==> config.mk <==
export PLATFORM = sky130hd
export DESIGN_NAME = ascii_scroll_mux_flat
export DESIGN_NICKNAME = d
export VERILOG_FILES = /design/src/rtl/ascii_scroll_mux_pkg.sv /design/src/rtl/ascii_scroll_mux_if.sv /design/src/rtl/ascii_scroll_mux_tick_gen.sv /design/src/rtl/ascii_scroll_mux.sv /design/src/flat_wrapper.sv
export SDC_FILE = /design/constraint.sdc
export NUM_CORES = 1
export LEC_CHECK = 0
export BUFFER_PORTS_ARGS = -buffer_cell sky130_fd_sc_hd__buf_2
export CORE_MARGIN = 2
export CORE_UTILIZATION = 50
export CTS_BUF_LIST = sky130_fd_sc_hd__clkbuf_8
export CTS_CLUSTER_DIAMETER = 150
export DETAILED_ROUTE_END_ITERATION = 8
export GPL_TIMING_DRIVEN = 0
export PLACE_DENSITY = 0.7
export SLEW_MARGIN = 10
export SYNTH_ARGS = -nofsm -noshare
export SYNTH_HDL_FRONTEND = slang
export SYNTH_SLANG_ARGS = --single-unit
==> constraint.sdc <==
create_clock -name clk -period 5.51 [get_ports clk]
set_input_delay 1.102 -clock clk [delete_from_list [all_inputs] [get_ports clk]]
set_output_delay 1.102 -clock clk [all_outputs]
set_load 0.02 [all_outputs]
==> src/rtl/ascii_scroll_mux_pkg.sv <==
// ascii_scroll_mux_pkg -- shared constants and helpers for the scrolling ASCII display mux.
// Rev 1.0
`default_nettype none

package ascii_scroll_mux_pkg;

  localparam int DIGITS           = 4;
  localparam logic [7:0] ASCII_BLANK = 8'h00;
  localparam int MAX_LEN          = 16;
  localparam int DEF_REFRESH_DIV  = 100000;
  localparam int DEF_SCROLL_DIV   = 25000000;

  localparam int ADDR_W  = 4;
  localparam int LEN_W   = 5;
  localparam int DIGIT_W = 2;

  function automatic logic [LEN_W-1:0] clamp_len(input logic [LEN_W-1:0] l);
    return (l > LEN_W'(MAX_LEN)) ? LEN_W'(MAX_LEN) : l;
  endfunction

  // pos+slot never reaches 2*len while pos < len and slot < DIGITS <= len, so one subtract suffices
  function automatic logic [ADDR_W-1:0] wrap_index(input logic [LEN_W-1:0] s,
                                                   input logic [LEN_W-1:0] l);
    logic [LEN_W-1:0] r;
    r = (s >= l) ? (s - l) : s;
    return ADDR_W'(r);
  endfunction

endpackage

`default_nettype wire

==> src/rtl/ascii_scroll_mux_if.sv <==
// ascii_scroll_mux_if -- message write port, control and display outputs of the scroll mux.
// Rev 1.0
`default_nettype none

interface ascii_scroll_mux_if;
  import ascii_scroll_mux_pkg::*;

  logic                 wr_en;
  logic [ADDR_W-1:0]    wr_addr;
  logic [7:0]           wr_data;
  logic                 len_wr;
  logic [LEN_W-1:0]     len;
  logic                 scroll_en;
  logic [7:0]           ascii_char;
  logic [DIGITS-1:0]    an;

  modport master (
    output wr_en, wr_addr, wr_data, len_wr, len, scroll_en,
    input  ascii_char, an
  );

  modport slave (
    input  wr_en, wr_addr, wr_data, len_wr, len, scroll_en,
    output ascii_char, an
  );

endinterface

`default_nettype wire

==> src/rtl/ascii_scroll_mux_tick_gen.sv <==
// tick_gen -- divide-by-N counter producing a one-cycle tick on its terminal count.
// Rev 1.0
`default_nettype none

module tick_gen #(
  parameter int N = 4
) (
  input  wire logic clk,
  input  wire logic rst_n,
  input  wire logic en,
  input  wire logic clr,
  output logic      tick
);

  localparam int W = (N > 1) ? $clog2(N) : 1;

  logic [W-1:0] cnt;

  assign tick = en && !clr && (cnt == W'(N - 1));

  always_ff @(posedge clk or negedge rst_n) begin
    if (!rst_n) begin
      cnt <= '0;
    end else if (clr) begin
      cnt <= '0;
    end else if (en) begin
      cnt <= tick ? '0 : cnt + W'(1);
    end
  end

endmodule

`default_nettype wire

==> src/rtl/ascii_scroll_mux.sv <==
// ascii_scroll_mux -- drives a 4-digit display from a scrollable ASCII message buffer.
// Rev 1.0
`default_nettype none

module ascii_scroll_mux
  import ascii_scroll_mux_pkg::*;
#(
  parameter int REFRESH_DIV = DEF_REFRESH_DIV,
  parameter int SCROLL_DIV  = DEF_SCROLL_DIV,
  parameter int MSG_DEPTH   = MAX_LEN
) (
  input  wire logic          clk,
  input  wire logic          rst_n,
  ascii_scroll_mux_if.slave  bus
);

  logic [7:0]         msg [MSG_DEPTH];
  logic [LEN_W-1:0]   msg_len;
  logic [ADDR_W-1:0]  pos;
  logic [DIGIT_W-1:0] digit;

  logic refresh_tick;
  logic scroll_tick;
  logic scroll_run;

  logic [DIGIT_W-1:0] slot;
  logic [LEN_W-1:0]   slot_sum;
  logic [ADDR_W-1:0]  rd_idx;
  logic               blank;
  logic [7:0]         next_char;
  logic [DIGITS-1:0]  next_an;

  assign scroll_run = bus.scroll_en && (msg_len > LEN_W'(DIGITS));

  tick_gen #(.N(REFRESH_DIV)) u_refresh (
    .clk   (clk),
    .rst_n (rst_n),
    .en    (1'b1),
    .clr   (1'b0),
    .tick  (refresh_tick)
  );

  tick_gen #(.N(SCROLL_DIV)) u_scroll (
    .clk   (clk),
    .rst_n (rst_n),
    .en    (scroll_run),
    .clr   (bus.len_wr),
    .tick  (scroll_tick)
  );

  always_ff @(posedge clk or negedge rst_n) begin
    if (!rst_n) begin
      for (int i = 0; i < MSG_DEPTH; i++) begin
        msg[i] <= ASCII_BLANK;
      end
    end else if (bus.wr_en) begin
      msg[bus.wr_addr] <= bus.wr_data;
    end
  end

  // A length load restarts the window; it wins over a coincident scroll tick
  always_ff @(posedge clk or negedge rst_n) begin
    if (!rst_n) begin
      msg_len <= '0;
      pos     <= '0;
    end else if (bus.len_wr) begin
      msg_len <= clamp_len(bus.len);
      pos     <= '0;
    end else if (scroll_tick) begin
      if (LEN_W'(pos) == msg_len - LEN_W'(1)) begin
        pos <= '0;
      end else begin
        pos <= pos + ADDR_W'(1);
      end
    end
  end

  always_ff @(posedge clk or negedge rst_n) begin
    if (!rst_n) begin
      digit <= '0;
    end else if (refresh_tick) begin
      digit <= digit + DIGIT_W'(1);
    end
  end

  always_comb begin
    slot      = DIGIT_W'(DIGITS - 1) - digit;
    slot_sum  = LEN_W'(pos) + LEN_W'(slot);
    rd_idx    = wrap_index(slot_sum, msg_len);
    blank     = (msg_len == '0) || (!scroll_run && (LEN_W'(slot) >= msg_len));
    next_char = blank ? ASCII_BLANK : msg[rd_idx];
    next_an   = ~(DIGITS'(1) << digit);
  end

  // Anode and character share one register stage so they always switch together
  always_ff @(posedge clk or negedge rst_n) begin
    if (!rst_n) begin
      bus.an         <= '1;
      bus.ascii_char <= ASCII_BLANK;
    end else begin
      bus.an         <= next_an;
      bus.ascii_char <= next_char;
    end
  end

endmodule

`default_nettype wire

==> src/flat_wrapper.sv <==
// flat-port wrapper written by rule: the top's interface ports become plain ports
module ascii_scroll_mux_flat import ascii_scroll_mux_pkg::*;
#(
  parameter int REFRESH_DIV = DEF_REFRESH_DIV,
  parameter int SCROLL_DIV  = DEF_SCROLL_DIV,
  parameter int MSG_DEPTH   = MAX_LEN
)
  (clk, rst_n, bus_wr_en, bus_wr_addr, bus_wr_data, bus_len_wr, bus_len, bus_scroll_en, bus_ascii_char, bus_an);
  ascii_scroll_mux_if bus_i ();
  input  wire logic clk;
  input  wire logic rst_n;
  input wire logic [$bits(bus_i.wr_en)-1:0] bus_wr_en;
  input wire logic [$bits(bus_i.wr_addr)-1:0] bus_wr_addr;
  input wire logic [$bits(bus_i.wr_data)-1:0] bus_wr_data;
  input wire logic [$bits(bus_i.len_wr)-1:0] bus_len_wr;
  input wire logic [$bits(bus_i.len)-1:0] bus_len;
  input wire logic [$bits(bus_i.scroll_en)-1:0] bus_scroll_en;
  output wire logic [$bits(bus_i.ascii_char)-1:0] bus_ascii_char;
  output wire logic [$bits(bus_i.an)-1:0] bus_an;
  assign bus_i.wr_en = bus_wr_en;
  assign bus_i.wr_addr = bus_wr_addr;
  assign bus_i.wr_data = bus_wr_data;
  assign bus_i.len_wr = bus_len_wr;
  assign bus_i.len = bus_len;
  assign bus_i.scroll_en = bus_scroll_en;
  assign bus_ascii_char = bus_i.ascii_char;
  assign bus_an = bus_i.an;
  ascii_scroll_mux #(.REFRESH_DIV(REFRESH_DIV), .SCROLL_DIV(SCROLL_DIV), .MSG_DEPTH(MSG_DEPTH)) u_core (.clk(clk), .rst_n(rst_n), .bus(bus_i));
endmodule
# --- After elaboration in Yosys (flattened, before gate mapping) ---
# Index checks and enable logic that the tools add are counted.
# W data, S select, Z words.
classes:
  addsub: 8
  order_cmp: 7
  n_eq_ne: 3
  shifts: 1
  mux: 16
  bitwise_logic: 3
  reduce_logical: 11
ops:
  columns: ["op", "n"]
  rows:
  - ["$bwmux W128", 1]
  - ["$mux W25", 3]
  - ["$bmux W8 S4", 1]
  - ["$demux W8 S4", 1]
  - ["$mux W8", 4]
  - ["$add A25 B1 Y25 const B", 1]
  - ["$eq A25 B25 Y1 const B", 1]
  - ["$add A17 B1 Y17 const B", 1]
  - ["$eq A17 B17 Y1 const B", 1]
  - ["$mux W17", 1]
  - ["$mux W4", 4]
  - ["$ge A5 B5 Y1 const B", 2]
  - ["$not A4 Y5", 2]
  - ["$add A4 B2 Y5", 1]
  - ["$eq A4 B5 Y1", 1]
  - ["$ge A2 B5 Y1", 1]
  - ["$ge A5 B5 Y1", 1]
  - ["$gt A5 B3 Y1 const B", 1]
  - ["$gt A5 B5 Y1 const B", 1]
  - ["$logic_and A1 B1 Y1", 5]
  - ["$logic_not A5 Y1", 1]
  - ["$lt A5 B1 Y1 const B", 1]
  - ["$mux W5", 1]
  - ["$sub A5 B1 Y5 const B", 1]
  - ["other kinds (9)", 11]
word_totals:
  reg_bits: 193
  input_bits: 22
  out_inout_bits: 12
  elab_cells: 72

# --- Longest topological paths before layout ---
# Gate-level depths: netlist of run 1.
logic_depth:
  depth_word: 9
  mapped_depth: 16
  depth_no_buf: 14

# --- Hierarchy ---
# A second synthesis of run 1 with hierarchy kept.
hier_totals:
  cells_unflattened: 880
  area_unflattened_um2: 10004.6
by_module_without_submodules:
  columns: ["module", "n_inst", "cells_per_inst", "area_per_inst_um2", "seq_area_each_um2"]
  rows:
  - ["ascii_scroll_mux", 1, 581, 7343.3, 3783.6]
  - ["tick_gen at u_core.u_scroll", 1, 186, 1597.8, 625.6]
  - ["tick_gen at u_core.u_refresh", 1, 113, 1063.5, 425.4]

# --- Worst setup path after synthesis of run 1 ---
# Ideal clock, no wire load.
synth_path:
  path_type: "register -> register"
  startpoint: "reg u_core.digit[0]"
  endpoint: "reg u_core.bus.ascii_char[5]"
  setup_time_ps: 124
  arrival_time_ps: 3200
  required_time_ps: 5386
  setup_slack_ps: 2186
  path_stages_with_launch: 16
  n_path_buf: 1
  period_less_slack_ps: 3324
  path_cell_list: "dfrtp_1 -> inv_1 -> ha_1 -> inv_1 -> fa_1 -> xor2_1 -> inv_1 -> ha_1 -> and3_1 -> o21ai_2 -> nand3_1 -> nand2_4 -> buf_4 -> mux2i_1 -> a221oi_1 -> a211o_1"
synth_between:
  elab_chain_cells: 9
  word_cells_on_any_way: 13
  cone_classes: "add/sub: 3; order compare: 2; mux: 5; bitwise: 1; reduce/logical: 2"
synth_rtl:
  columns: ["element", "line_no", "rtl"]
  rows:
  - ["start: declaration", "ascii_scroll_mux.sv:20", "logic [DIGIT_W-1:0] digit;"]
  - ["start signal: assignment", "ascii_scroll_mux.sv:82", "digit <= digit + DIGIT_W'(1);"]
  - ["$sub A2 B2 Y2 *", "ascii_scroll_mux.sv:87", "slot = DIGIT_W'(DIGITS - 1) - digit;"]
  - ["net u_core.slot[0]", "ascii_scroll_mux.sv:26", "logic [DIGIT_W-1:0] slot;"]
  - ["$add A4 B2 Y5", "ascii_scroll_mux.sv:88", "slot_sum = LEN_W'(pos) + LEN_W'(slot);"]
  - ["$sub A4 B4 Y4 / $ge A5 B5 Y1 (equally long branches)", "ascii_scroll_mux_pkg.sv:25", "r = (s >= l) ? (s - l) : s;"]
  - ["$mux W4", "ascii_scroll_mux_pkg.sv:25", null]
  - ["$not A4 Y5 (implied by the code)", "ascii_scroll_mux.sv:91", "next_char = blank ? ASCII_BLANK : msg[rd_idx];"]
  - ["$bmux W8 S4", "ascii_scroll_mux.sv:91", null]
  - ["$mux W8 (implied by the code) (2 in a row)", "ascii_scroll_mux.sv:91", null]
  - ["$mux W8 *", "ascii_scroll_mux.sv:91", null]
  - ["net u_core.next_char[5]", "ascii_scroll_mux.sv:30", "logic [7:0] next_char;"]
  - ["end signal: assignment", "ascii_scroll_mux.sv:102", "bus.ascii_char <= next_char;"]
  - ["end: declaration", "ascii_scroll_mux_if.sv:24", "output ascii_char, an"]
# The timed path passes the listed nets; every way through them passes the cells marked *. The select of a mux whose other input is x is not followed.
# A chain may end at the register's enable or synchronous reset.

# --- Final worst setup path of run 1 ---
layout_path:
  startpoint: "reg u_core.digit[0]"
  endpoint: "reg u_core.bus.ascii_char[1]"
# Same word-level chain as after synthesis.

==> reports/metrics.sh, run 1 <==
WORST_SETUP_PATH_END_KIND='register'
SYNTH.TOP_CELLS.BY_AREA='sky130_fd_sc_hd__dfrtp_1, sky130_fd_sc_hd__mux2_2, sky130_fd_sc_hd__mux2i_1'
SWITCHING_SHARE_PCT=29.1
P_COMB_SHARE_PCT=19.6
TIMING.MAX_CAP.VIOLATIONS=0
SYNTH_COMPOUND_AREA_SHARE_PCT=8.03
HOLD_VIOLATIONS=0
DRT-PASS1-ITER-COUNT=5
DIE_AR_UM2=19800
SKEW_PS=15.0
FINAL_NET_COUNT=879
SETUP.WORST_PATH.CLASS='register to register'
TOTAL_NUMBER_OF_CELLS_ALONG_THE_WORST_SETUP_PATH=15
TRITONCTS.NUM_BUFFERS=17
CTS_SETUP_BUFFERS=0
TIMING.CRITICAL_PATH.BUF_INV=4
PORT-BUFFER-COUNT=32
CHIPHEIGHT_UM=141
GRT_ANTENNA_BEFORE_REPAIR=0
SYNTH.AREA.MUX_SHARE_PCT=19.8
YS_SEQ_ELEMENTS=193
LAYOUT.CELLS.NON_FILLER=1079
INITIALDRTVIOLATIONCOUNT=525
GRT_SETUP_UNREPAIRED='no'
SEQUENTIAL_CELL_AREA_UM2=4830
SYNTHESIS.INSTANCES=785
POWER_FRAC_SEQ_PCT=50.5
SYNTHSIMPLEGATEAREAFRAC_PCT=10.6
FLOORPLAN.IO_PINS=34
TOTAL_SWITCHING_POWER_W=0.00103
HTREE_LEVELS=4
OUTCOME='completed'
SYNTH_TOP_FAMILY_BY_AREA='multiplexers'
LAYOUT-DRIVE-GT1-SHARE_PCT=25.1
OVERFLOW=0
WL_PER_CELL_UM=18.1
POWER.CLOCK.FRACTION_PCT=29.9
FILLCELLCOUNT=1543
CLK_TRANSITION_REPORTED_PATHS_PS=110
PATH_MAX_FANOUT=10
GRT_USE_TOTAL_PCT=20.7
WORST-ENDPOINT-REQUIRED_PS=5870
DP_CELLS=1047
HP-CLASS='register to register'
NUMCLOCKSINKS=193
FP.COREAREA_UM2=18100
NUMBER_OF_GLOBAL_ROUTE_VIAS_BEFORE_REPAIR=6173
R2R_CELLS=15
ACHIEVABLE-FREQUENCY_MHz=241
WORSTMARGINPINSLEW_PS=898
ANTENNADIODECOUNT=0
CLOCK_LATENCY_PS=470
SETUP_VIOLATIONS=0
CLOCK_ROOT_BUFFER='sky130_fd_sc_hd__clkbuf_8'
POWERDENSITY_nW_PER_UM2=343
VDD_IR_DROP_MAX_uV=203
VIAS=6193
PERIOD_NEEDED_PS=4150
CTS_TREE='built'
SETUP-TNS-FINAL_PS=0
HPWL_UM=13900
SYNTH_TOP_CELL_AREA_SHARE_PCT=50.7
WORST_EP_ARRIVAL_TIME_PS=4500
SYNTHTOLAYOUTAREAGROWTH_PCT=10.1
CRITICAL_PATH.TOP_DELAY_FAMILY='adder cells'
ANTENNA_VIOLATING_NETS_POST_ROUTE=0
SYNTHFLOPTYPE='sky130_fd_sc_hd__dfrtp_1'
TIMING.FINAL.CRIT_SHARE_PCT=75.3
POWER_LEAKAGE_nW=4.68
CP_MAX_STAGE_DELAY_PS=440
GRT_START_MAX_NET_PINS=108
POST-SYNTH-TOP-AREA-CELL='sky130_fd_sc_hd__dfrtp_1'
CTS_RESIZED=0
GP_CONGESTION=0.860
ROUTE.FINAL.WIRE_LENGTH_UM=19600
ASYNCSETRESETFLOPFRACSYNTH_PCT=100
SYN-MEAN-INSTANCE-AREA_UM2=11.9
SEQ_AREA_FRAC_SYNTH_PCT=51.8
SYNTHADDERAREAFRAC_PCT=2.84
SYNTHESIS.NETS=827
TIMING.FINAL.WS_SETUP_PS=1360
INITIAL_UTILIZATION_PCT=51.4
SYNTH.DISTINCT_CELLS=52
SYNTH_EDF_COUNT=0
DRT_DRC_VIOLATIONS_LEFT=0
INTERNAL_POWER_W=0.00250
PLACEMENT.SETUP.WORST_SLACK_PS=1430
AREA_OF_THE_MAPPED_NETLIST_UM2=9340
ROWS=49
SYNTH_XOR_XNOR_AREA_SHARE_PCT=4.32
TIMING.MAX_SLEW.REL_SLACK_PCT=39.9
FP.DIEW_UM=141
CP-START-KIND='register'
CTS_HOLD_BUFFERS=0
CRITPATHMOSTFREQUENTCELL='sky130_fd_sc_hd__inv_1'
WORSTPATHCELLLIST='inv_1, ha_1, inv_1, fa_1, xor2_1, inv_1, ha_1, and3_1, o21ai_2, nand3_1, nand2_4, buf_4, mux2i_1, a221oi_1, a211o_1'
CRITPATHSLOWESTCELL='sky130_fd_sc_hd__dfrtp_1'
GRT_FIRST_PASS_WIRELENGTH_UM=32500
MULTI_INPUT_AREA_UM2=4260
WORST_HOLD_PATH.NUM_CELLS=1
CLOCK_TREE.BUFFER_DEPTH=2
SYNTHESIS.YOSYS.WARNINGS=0
POST_DRT_VIA_CELL_RATIO=5.74
SLEW_VIOLATIONS=0
layer usage:
layer	global-route usage (%)	part of all wire (%)	up-vias	wire [um]
li1	-	-	2931	-
met1	31.8	51	3124	9880
met2	31.0	44	123	8650
met3	4.21	4.4	15	862
met4	4.11	0.84	0	164
met5	0	0	-	0
metrics by stage:
step	total power (W)	hold slack [ps]	instance area (um^2)	utilization [%]
floorplan	0.00227	446	9340	-
global placement	0.00247	464	9780	53.9
detailed placement	0.00250	466	9820	54.1
CTS	0.00355	486	10300	56.6
global route	0.00370	504	10300	56.6
finish	0.00353	482	10300	56.6
cell families (layout without fill, tap and decap cells):
family / after synthesis / after routing
xor gates and xnor gates: 46 / 46
and+or+nand+nor: 200 / 200
muxes: 169 / 169
DFF: 193 / 193
adders and majority gates: 20 / 20
AOI/OAI and AO/OA: 103 / 103
buffers and inverters: 54 / 119
power groups by stage:
stage	registers, W	logic [W]	clock network [W]
after CTS	0.00178	0.000695	0.00107
after detailed placement	0.00180	0.000692	0
after global routing	0.00181	0.000759	0.00113
after floorplan	0.00179	0.000471	0
final	0.00178	0.000693	0.00105
after global placement	0.00180	0.000673	0
synth_stat cells (4+ instances only):
library cell                count
sky130_fd_sc_hd__a2111oi_0      4
sky130_fd_sc_hd__a221oi_1      20
sky130_fd_sc_hd__nand2b_1       6
sky130_fd_sc_hd__buf_2          7
sky130_fd_sc_hd__nor2b_1        6
sky130_fd_sc_hd__nand3_1       18
sky130_fd_sc_hd__nor3_1         6
sky130_fd_sc_hd__nand2_1       52
sky130_fd_sc_hd__nand3b_1       9
sky130_fd_sc_hd__xnor2_1       21
sky130_fd_sc_hd__o21ai_0       12
sky130_fd_sc_hd__nor2_1        56
sky130_fd_sc_hd__a21boi_0       5
sky130_fd_sc_hd__or3_1          4
sky130_fd_sc_hd__nand4_1       15
sky130_fd_sc_hd__a21o_1         4
sky130_fd_sc_hd__clkbuf_1      18
sky130_fd_sc_hd__dfrtp_1      189
sky130_fd_sc_hd__ha_1          18
sky130_fd_sc_hd__a21oi_1       19
sky130_fd_sc_hd__nor4_1         5
sky130_fd_sc_hd__a32oi_1        8
sky130_fd_sc_hd__a211o_1       11
sky130_fd_sc_hd__a211oi_1       5
sky130_fd_sc_hd__and3_1         9
sky130_fd_sc_hd__inv_1         23
sky130_fd_sc_hd__mux2_2       128
sky130_fd_sc_hd__dfstp_2        4
sky130_fd_sc_hd__mux2i_1       41
sky130_fd_sc_hd__xor2_1        25
placed cells by master (no fill, tap or decap), types with 5 or more instances in the layout:
cell type / netlist / layout
sky130_fd_sc_hd__a211o_1: 11 / 11
sky130_fd_sc_hd__a211oi_1: 5 / 5
sky130_fd_sc_hd__a21boi_0: 5 / 5
sky130_fd_sc_hd__a21oi_1: 19 / 19
sky130_fd_sc_hd__a221oi_1: 20 / 20
sky130_fd_sc_hd__a32oi_1: 8 / 8
sky130_fd_sc_hd__and3_1: 9 / 9
sky130_fd_sc_hd__buf_2: 7 / 38
sky130_fd_sc_hd__clkbuf_1: 18 / 18
sky130_fd_sc_hd__clkbuf_8: 0 / 17
sky130_fd_sc_hd__dfrtp_1: 189 / 189
sky130_fd_sc_hd__ha_1: 18 / 18
sky130_fd_sc_hd__inv_1: 23 / 24
sky130_fd_sc_hd__mux2_2: 128 / 128
sky130_fd_sc_hd__mux2i_1: 41 / 41
sky130_fd_sc_hd__nand2_1: 52 / 52
sky130_fd_sc_hd__nand2b_1: 6 / 6
sky130_fd_sc_hd__nand3_1: 18 / 18
sky130_fd_sc_hd__nand3b_1: 9 / 9
sky130_fd_sc_hd__nand4_1: 15 / 15
sky130_fd_sc_hd__nor2_1: 56 / 56
sky130_fd_sc_hd__nor2b_1: 6 / 6
sky130_fd_sc_hd__nor3_1: 6 / 6
sky130_fd_sc_hd__nor4_1: 5 / 5
sky130_fd_sc_hd__o21ai_0: 12 / 12
sky130_fd_sc_hd__xnor2_1: 21 / 21
sky130_fd_sc_hd__xor2_1: 25 / 25
sequential cells by signal (all words and copies together) (netlist names):
name / cells
u_core.bus.an: 4
u_core.bus.ascii_char: 8
u_core.digit: 2
u_core.msg: 128
u_core.msg_len: 5
u_core.pos: 4
u_core.u_refresh.cnt: 17
u_core.u_scroll.cnt: 25
worst register-to-register path: stages, from the launching register on:
cell and delay [ps]:
sky130_fd_sc_hd__dfrtp_1 440, sky130_fd_sc_hd__inv_1 170, sky130_fd_sc_hd__ha_1 190, sky130_fd_sc_hd__inv_1 50
sky130_fd_sc_hd__fa_1 400, sky130_fd_sc_hd__xor2_1 280, sky130_fd_sc_hd__inv_1 80, sky130_fd_sc_hd__ha_1 330
sky130_fd_sc_hd__and3_1 190, sky130_fd_sc_hd__o21ai_2 200, sky130_fd_sc_hd__nand3_1 280, sky130_fd_sc_hd__nand2_4 280
sky130_fd_sc_hd__buf_4 270, sky130_fd_sc_hd__mux2i_1 420, sky130_fd_sc_hd__a221oi_1 140, sky130_fd_sc_hd__a211o_1 320
final cells by class:
type | instances | area share [%]
Buffer | 31 | 1.55
Clock buffer | 17 | 2.28
Clock inverter | 15 | 2.16
Multi-Input combinational cell | 538 | 41.4
Inverter | 23 | 0.840
Timing Repair Buffer | 33 | 1.92
Sequential cell | 193 | 47.0
Tap cell | 229 | 2.79
worst paths after layout:
kind                                              startpoint  slack [ps]                                 end
max in group asynchronous                              rst_n        3920          u_core.msg[53]$_DFFE_PN0P_
min in group asynchronous                              rst_n         670  u_core.u_scroll.cnt[2]$_DFFE_PN0P_
max                              u_core.digit[0]$_DFFE_PN0N_        1360  u_core.bus.ascii_char[1]$_DFF_PN0_
max reg2reg                      u_core.digit[0]$_DFFE_PN0N_        1360  u_core.bus.ascii_char[1]$_DFF_PN0_
min reg2reg                u_core.u_refresh.cnt[4]$_DFF_PN0_         480   u_core.u_refresh.cnt[4]$_DFF_PN0_
min                        u_core.u_refresh.cnt[4]$_DFF_PN0_         480   u_core.u_refresh.cnt[4]$_DFF_PN0_
No activity file was read; power rests on OpenSTA's default activity.
==> inputs of run 2 (changes only) <==
--- a/config.mk
+++ b/config.mk
@@ -5,6 +5,7 @@
 export SDC_FILE = /design/constraint.sdc
 export NUM_CORES = 1
 export LEC_CHECK = 0
+export ABC_AREA = 1
 export BUFFER_PORTS_ARGS = -buffer_cell sky130_fd_sc_hd__buf_2
 export CORE_MARGIN = 2
 export CORE_UTILIZATION = 50
==> constraint.sdc (replaced) <==
create_clock -name clk -period 4.2 [get_ports clk]
set_input_delay 0.84 -clock clk [delete_from_list [all_inputs] [get_ports clk]]
set_output_delay 0.84 -clock clk [all_outputs]
set_load 0.02 [all_outputs]
==> run 2 against run 1 <==
Die area grew 2.6%. Area after synthesis rose by 2.6%. Sequential cell count unchanged. Worst setup slack worse by 930 ps. Largest cell class unchanged. Largest power group unchanged. Highest routed layer unchanged.
==> reports/metrics.sh, run 2 <==
SETUP.WORST_PATH.CLASS='register to register'
POST-SYNTH-TOP-AREA-CELL='sky130_fd_sc_hd__dfrtp_1'
WORST_R2R_SETUP_SLACK_PS=430
SYNTH.TOP_CELLS.BY_AREA='sky130_fd_sc_hd__dfrtp_1, sky130_fd_sc_hd__nand2_1, sky130_fd_sc_hd__nand3_1'
FINAL_CELL_MIX='sky130_fd_sc_hd__nand2_1, sky130_fd_sc_hd__dfrtp_1, sky130_fd_sc_hd__nor2_1'
LAYOUT-DRIVE-GT1-SHARE_PCT=9.70
ANTENNADIODECOUNT=0
FILLCELLCOUNT=1747
POWER_LEAKAGE_nW=5.01
YS_TOP_CELLS_BY_COUNT='sky130_fd_sc_hd__nand2_1, sky130_fd_sc_hd__dfrtp_1, sky130_fd_sc_hd__nor2_1'
TRITONCTS.NUM_BUFFERS=17
FLOORPLAN.IO_PINS=34
SLEW_VIOLATIONS=0
VIAS=8139
INTERNAL_POWER_W=0.00308
SKEW_PS=12.8
WORST_EP_ARRIVAL_TIME_PS=4150
AREA_OF_THE_MAPPED_NETLIST_UM2=9580
VDD_IR_DROP_MAX_uV=228
MOST_COMMON_CELL_AFTER_LAYOUT_FILL_AND_TAPS_ASIDE='sky130_fd_sc_hd__nand2_1'
WL_PER_CELL_UM=17.1
MULTI_INPUT_AREA_UM2=4060
SYNTHESIS.INSTANCES=1183
CTS_TREE='built'
TIMING.FINAL.CRIT_SHARE_PCT=89.7
NUMCLOCKSINKS=193
MAX_FLOP_REGISTER='u_core.msg'
TIMING.FINAL.WS_SETUP_PS=432
SEQUENTIAL_CELL_AREA_UM2=4830
SETUP_VIOLATIONS=0
ROUTE.FINAL.WIRE_LENGTH_UM=25300
CTS_RESIZED=0
SYNTHFLOPTYPE='sky130_fd_sc_hd__dfrtp_1'
DIE_AR_UM2=20300
YS_SEQ_ELEMENTS=193
TOTAL_SWITCHING_POWER_W=0.00142
WL_MET3_UM=1890
HPWL_UM=17800
STARTPOINT='u_core.digit[0]$_DFFE_PN0N_'
DRT-PASS1-ITER-COUNT=5
LARGEST_REG_FLOPS=128
PLACEMENT.SETUP.WORST_SLACK_PS=508
ACHIEVABLE-FREQUENCY_MHz=265
CP-START-KIND='register'
GRT_START_MAX_NET_PINS=74
ANTENNA_VIOLATING_NETS_POST_ROUTE=0
R2R_START='u_core.digit[0]$_DFFE_PN0N_'
FINALPOWER_W=0.00451
CLK_TRANSITION_REPORTED_PATHS_PS=100
TIMING.MAX_CAP.VIOLATIONS=0
GRT_ANTENNA_BEFORE_REPAIR=0
SWITCHING_SHARE_PCT=31.6
DETAILROUTE.WIRELENGTH.MET2_UM=11400
SYNTH.DISTINCT_CELLS=47
LAYOUT.CELLS.NON_FILLER=1482
P_COMB_SHARE_PCT=20.3
HOLD_VIOLATIONS=0
GRT_SETUP_UNREPAIRED='no'
WORSTMARGINPINSLEW_PS=901
FINAL_CORE_UTIL_PCT=56.0
GRT_FIRST_PASS_WIRELENGTH_UM=41200
SYNTHESIS.NETS=1225
CLOCK_TREE.BUFFER_DEPTH=2
GRT_USE_TOTAL_PCT=26.5
HP-CLASS='input port to async pin'
SYN-MEAN-INSTANCE-AREA_UM2=8.10
PORT-BUFFER-COUNT=31
SEQ_AREA_FRAC_SYNTH_PCT=50.5
INITIALDRTVIOLATIONCOUNT=641
DP_CELLS=1450
TIMING.MAX_SLEW.REL_SLACK_PCT=39.9
WORST-ENDPOINT-REQUIRED_PS=4580
ASYNCSETRESETFLOPFRACSYNTH_PCT=100
INITIAL_UTILIZATION_PCT=51.1
CTS_SETUP_BUFFERS=0
CLOCK_LATENCY_PS=480
TOP_REGS='u_core.msg (128), u_core.u_scroll.cnt (25), u_core.u_refresh.cnt (17)'
CHIPHEIGHT_UM=142
POST_DRT_VIA_CELL_RATIO=5.49
POWERDENSITY_nW_PER_UM2=429
CTS_HOLD_BUFFERS=0
FP.DIEW_UM=142
SYNTH_EDF_COUNT=0
PERIOD_NEEDED_PS=3770
NUMBER_OF_GLOBAL_ROUTE_VIAS_BEFORE_REPAIR=7936
SYNTHTOLAYOUTAREAGROWTH_PCT=9.70
FINAL_NET_COUNT=1277
SYNTHESIS.YOSYS.WARNINGS=0
FP.COREAREA_UM2=18800
PATH_MAX_FANOUT=10
GP_CONGESTION=0.977
ROWS=50
POWER_FRAC_SEQ_PCT=51.4
TOP_LAYER='met4'
OUTCOME='completed'
CLOCK_ROOT_BUFFER='sky130_fd_sc_hd__clkbuf_8'
HTREE_LEVELS=4
TOTAL_ROUTED_WIRE_LENGTH_ON_THE_MET1_LAYER_UM=11300
POWER.CLOCK.FRACTION_PCT=28.4
DRT_DRC_VIOLATIONS_LEFT=0
WORST_SETUP_PATH_END_KIND='register'
SYNTH.MOST_COMMON_CELL='sky130_fd_sc_hd__nand2_1'
SYNTH_TOP_CELL_AREA_SHARE_PCT=49.4
OVERFLOW=0
==> run 2: cell count changes after synthesis, moves of 41 or more <==
cell                      delta
sky130_fd_sc_hd__a21oi_1    +62
sky130_fd_sc_hd__mux2i_1    -41
sky130_fd_sc_hd__o21ai_0    +84
sky130_fd_sc_hd__inv_1      +82
sky130_fd_sc_hd__nand2_1   +233
sky130_fd_sc_hd__mux2_2    -128
sky130_fd_sc_hd__nor2_1     +75
sky130_fd_sc_hd__nand3_1   +109
==> run 2: path summary, 6_finish.rpt <==
check	cells past startpoint	to
max	17	u_core.bus.ascii_char[2]$_DFF_PN0_
min	1	u_core.msg[98]$_DFFE_PN0P_
max reg2reg	17	u_core.bus.ascii_char[2]$_DFF_PN0_
min reg2reg	1	u_core.u_refresh.cnt[0]$_DFF_PN0_
max in group asynchronous	2	u_core.bus.an[1]$_DFF_PN1_
min in group clk	1	u_core.u_refresh.cnt[0]$_DFF_PN0_
==> run 2: power groups by stage <==
stage | clock (W) | sequential, W | combinational [W]
finish | 0.00128 | 0.00231 | 0.000913
global route | 0.00138 | 0.00235 | 0.00103
CTS | 0.00130 | 0.00231 | 0.000910
detailed placement | 0 | 0.00234 | 0.000907
global placement | 0 | 0.00234 | 0.000877
floorplan | 0 | 0.00234 | 0.000594
==> run 2: cell families (layout without fill, tap and decap cells) <==
kind of cell,count (synthesis),in the layout,share of synthesized area (%)
buffers and inverters,158,223,7.17
DFF,193,193,50.5
AOI/OAI and AO/OA,203,203,11.4
xor gates and xnor gates,21,21,1.92
adders and majority gates,20,20,2.77
and+or+nand+nor,588,588,26.3
==> run 2: worst max-delay path, stage by stage (launching register included) <==
cell	delay, ps
sky130_fd_sc_hd__dfrtp_1	440
sky130_fd_sc_hd__inv_1	180
sky130_fd_sc_hd__ha_1	190
sky130_fd_sc_hd__inv_1	50
sky130_fd_sc_hd__fa_1	410
sky130_fd_sc_hd__xnor2_1	330
sky130_fd_sc_hd__ha_1	340
sky130_fd_sc_hd__nand2_1	70
sky130_fd_sc_hd__nand2_1	60
sky130_fd_sc_hd__nand2_1	130
sky130_fd_sc_hd__nand3_4	200
sky130_fd_sc_hd__o21ai_2	420
sky130_fd_sc_hd__buf_2	290
sky130_fd_sc_hd__nand3_1	150
sky130_fd_sc_hd__nand3_1	110
sky130_fd_sc_hd__nand3_1	100
sky130_fd_sc_hd__nand2_1	120
sky130_fd_sc_hd__nor2_1	60
==> run 2: metrics by stage <==
stage	area [um^2]	hold slack (ps)	setup TNS (ps)
3_3_place_gp	10000	454	-178910
4_1_cts	10500	250	0
2_1_floorplan	9580	433	0
6_report	10500	248	0
3_5_place_dp	10100	459	0
5_1_grt	10500	250	0
==> run 2: routing by layer <==
metal / up-vias / GRT usage, %
met2: 313 / 41.2
met4: 0 / 9.64
li1: 3941 / -
met3: 48 / 5.28
met1: 3837 / 37.0
met5: - / 0
==> run 2: final cells by class <==
cell class | count | area share [%]
multi-input cells | 832 | 38.6
flip-flops and latches | 193 | 46.0
plain buffers | 49 | 2.62
clock inverters | 11 | 1.21
repair buffers | 33 | 2.09
inverters | 109 | 3.92
clock buffers | 21 | 2.75
well taps | 234 | 2.79
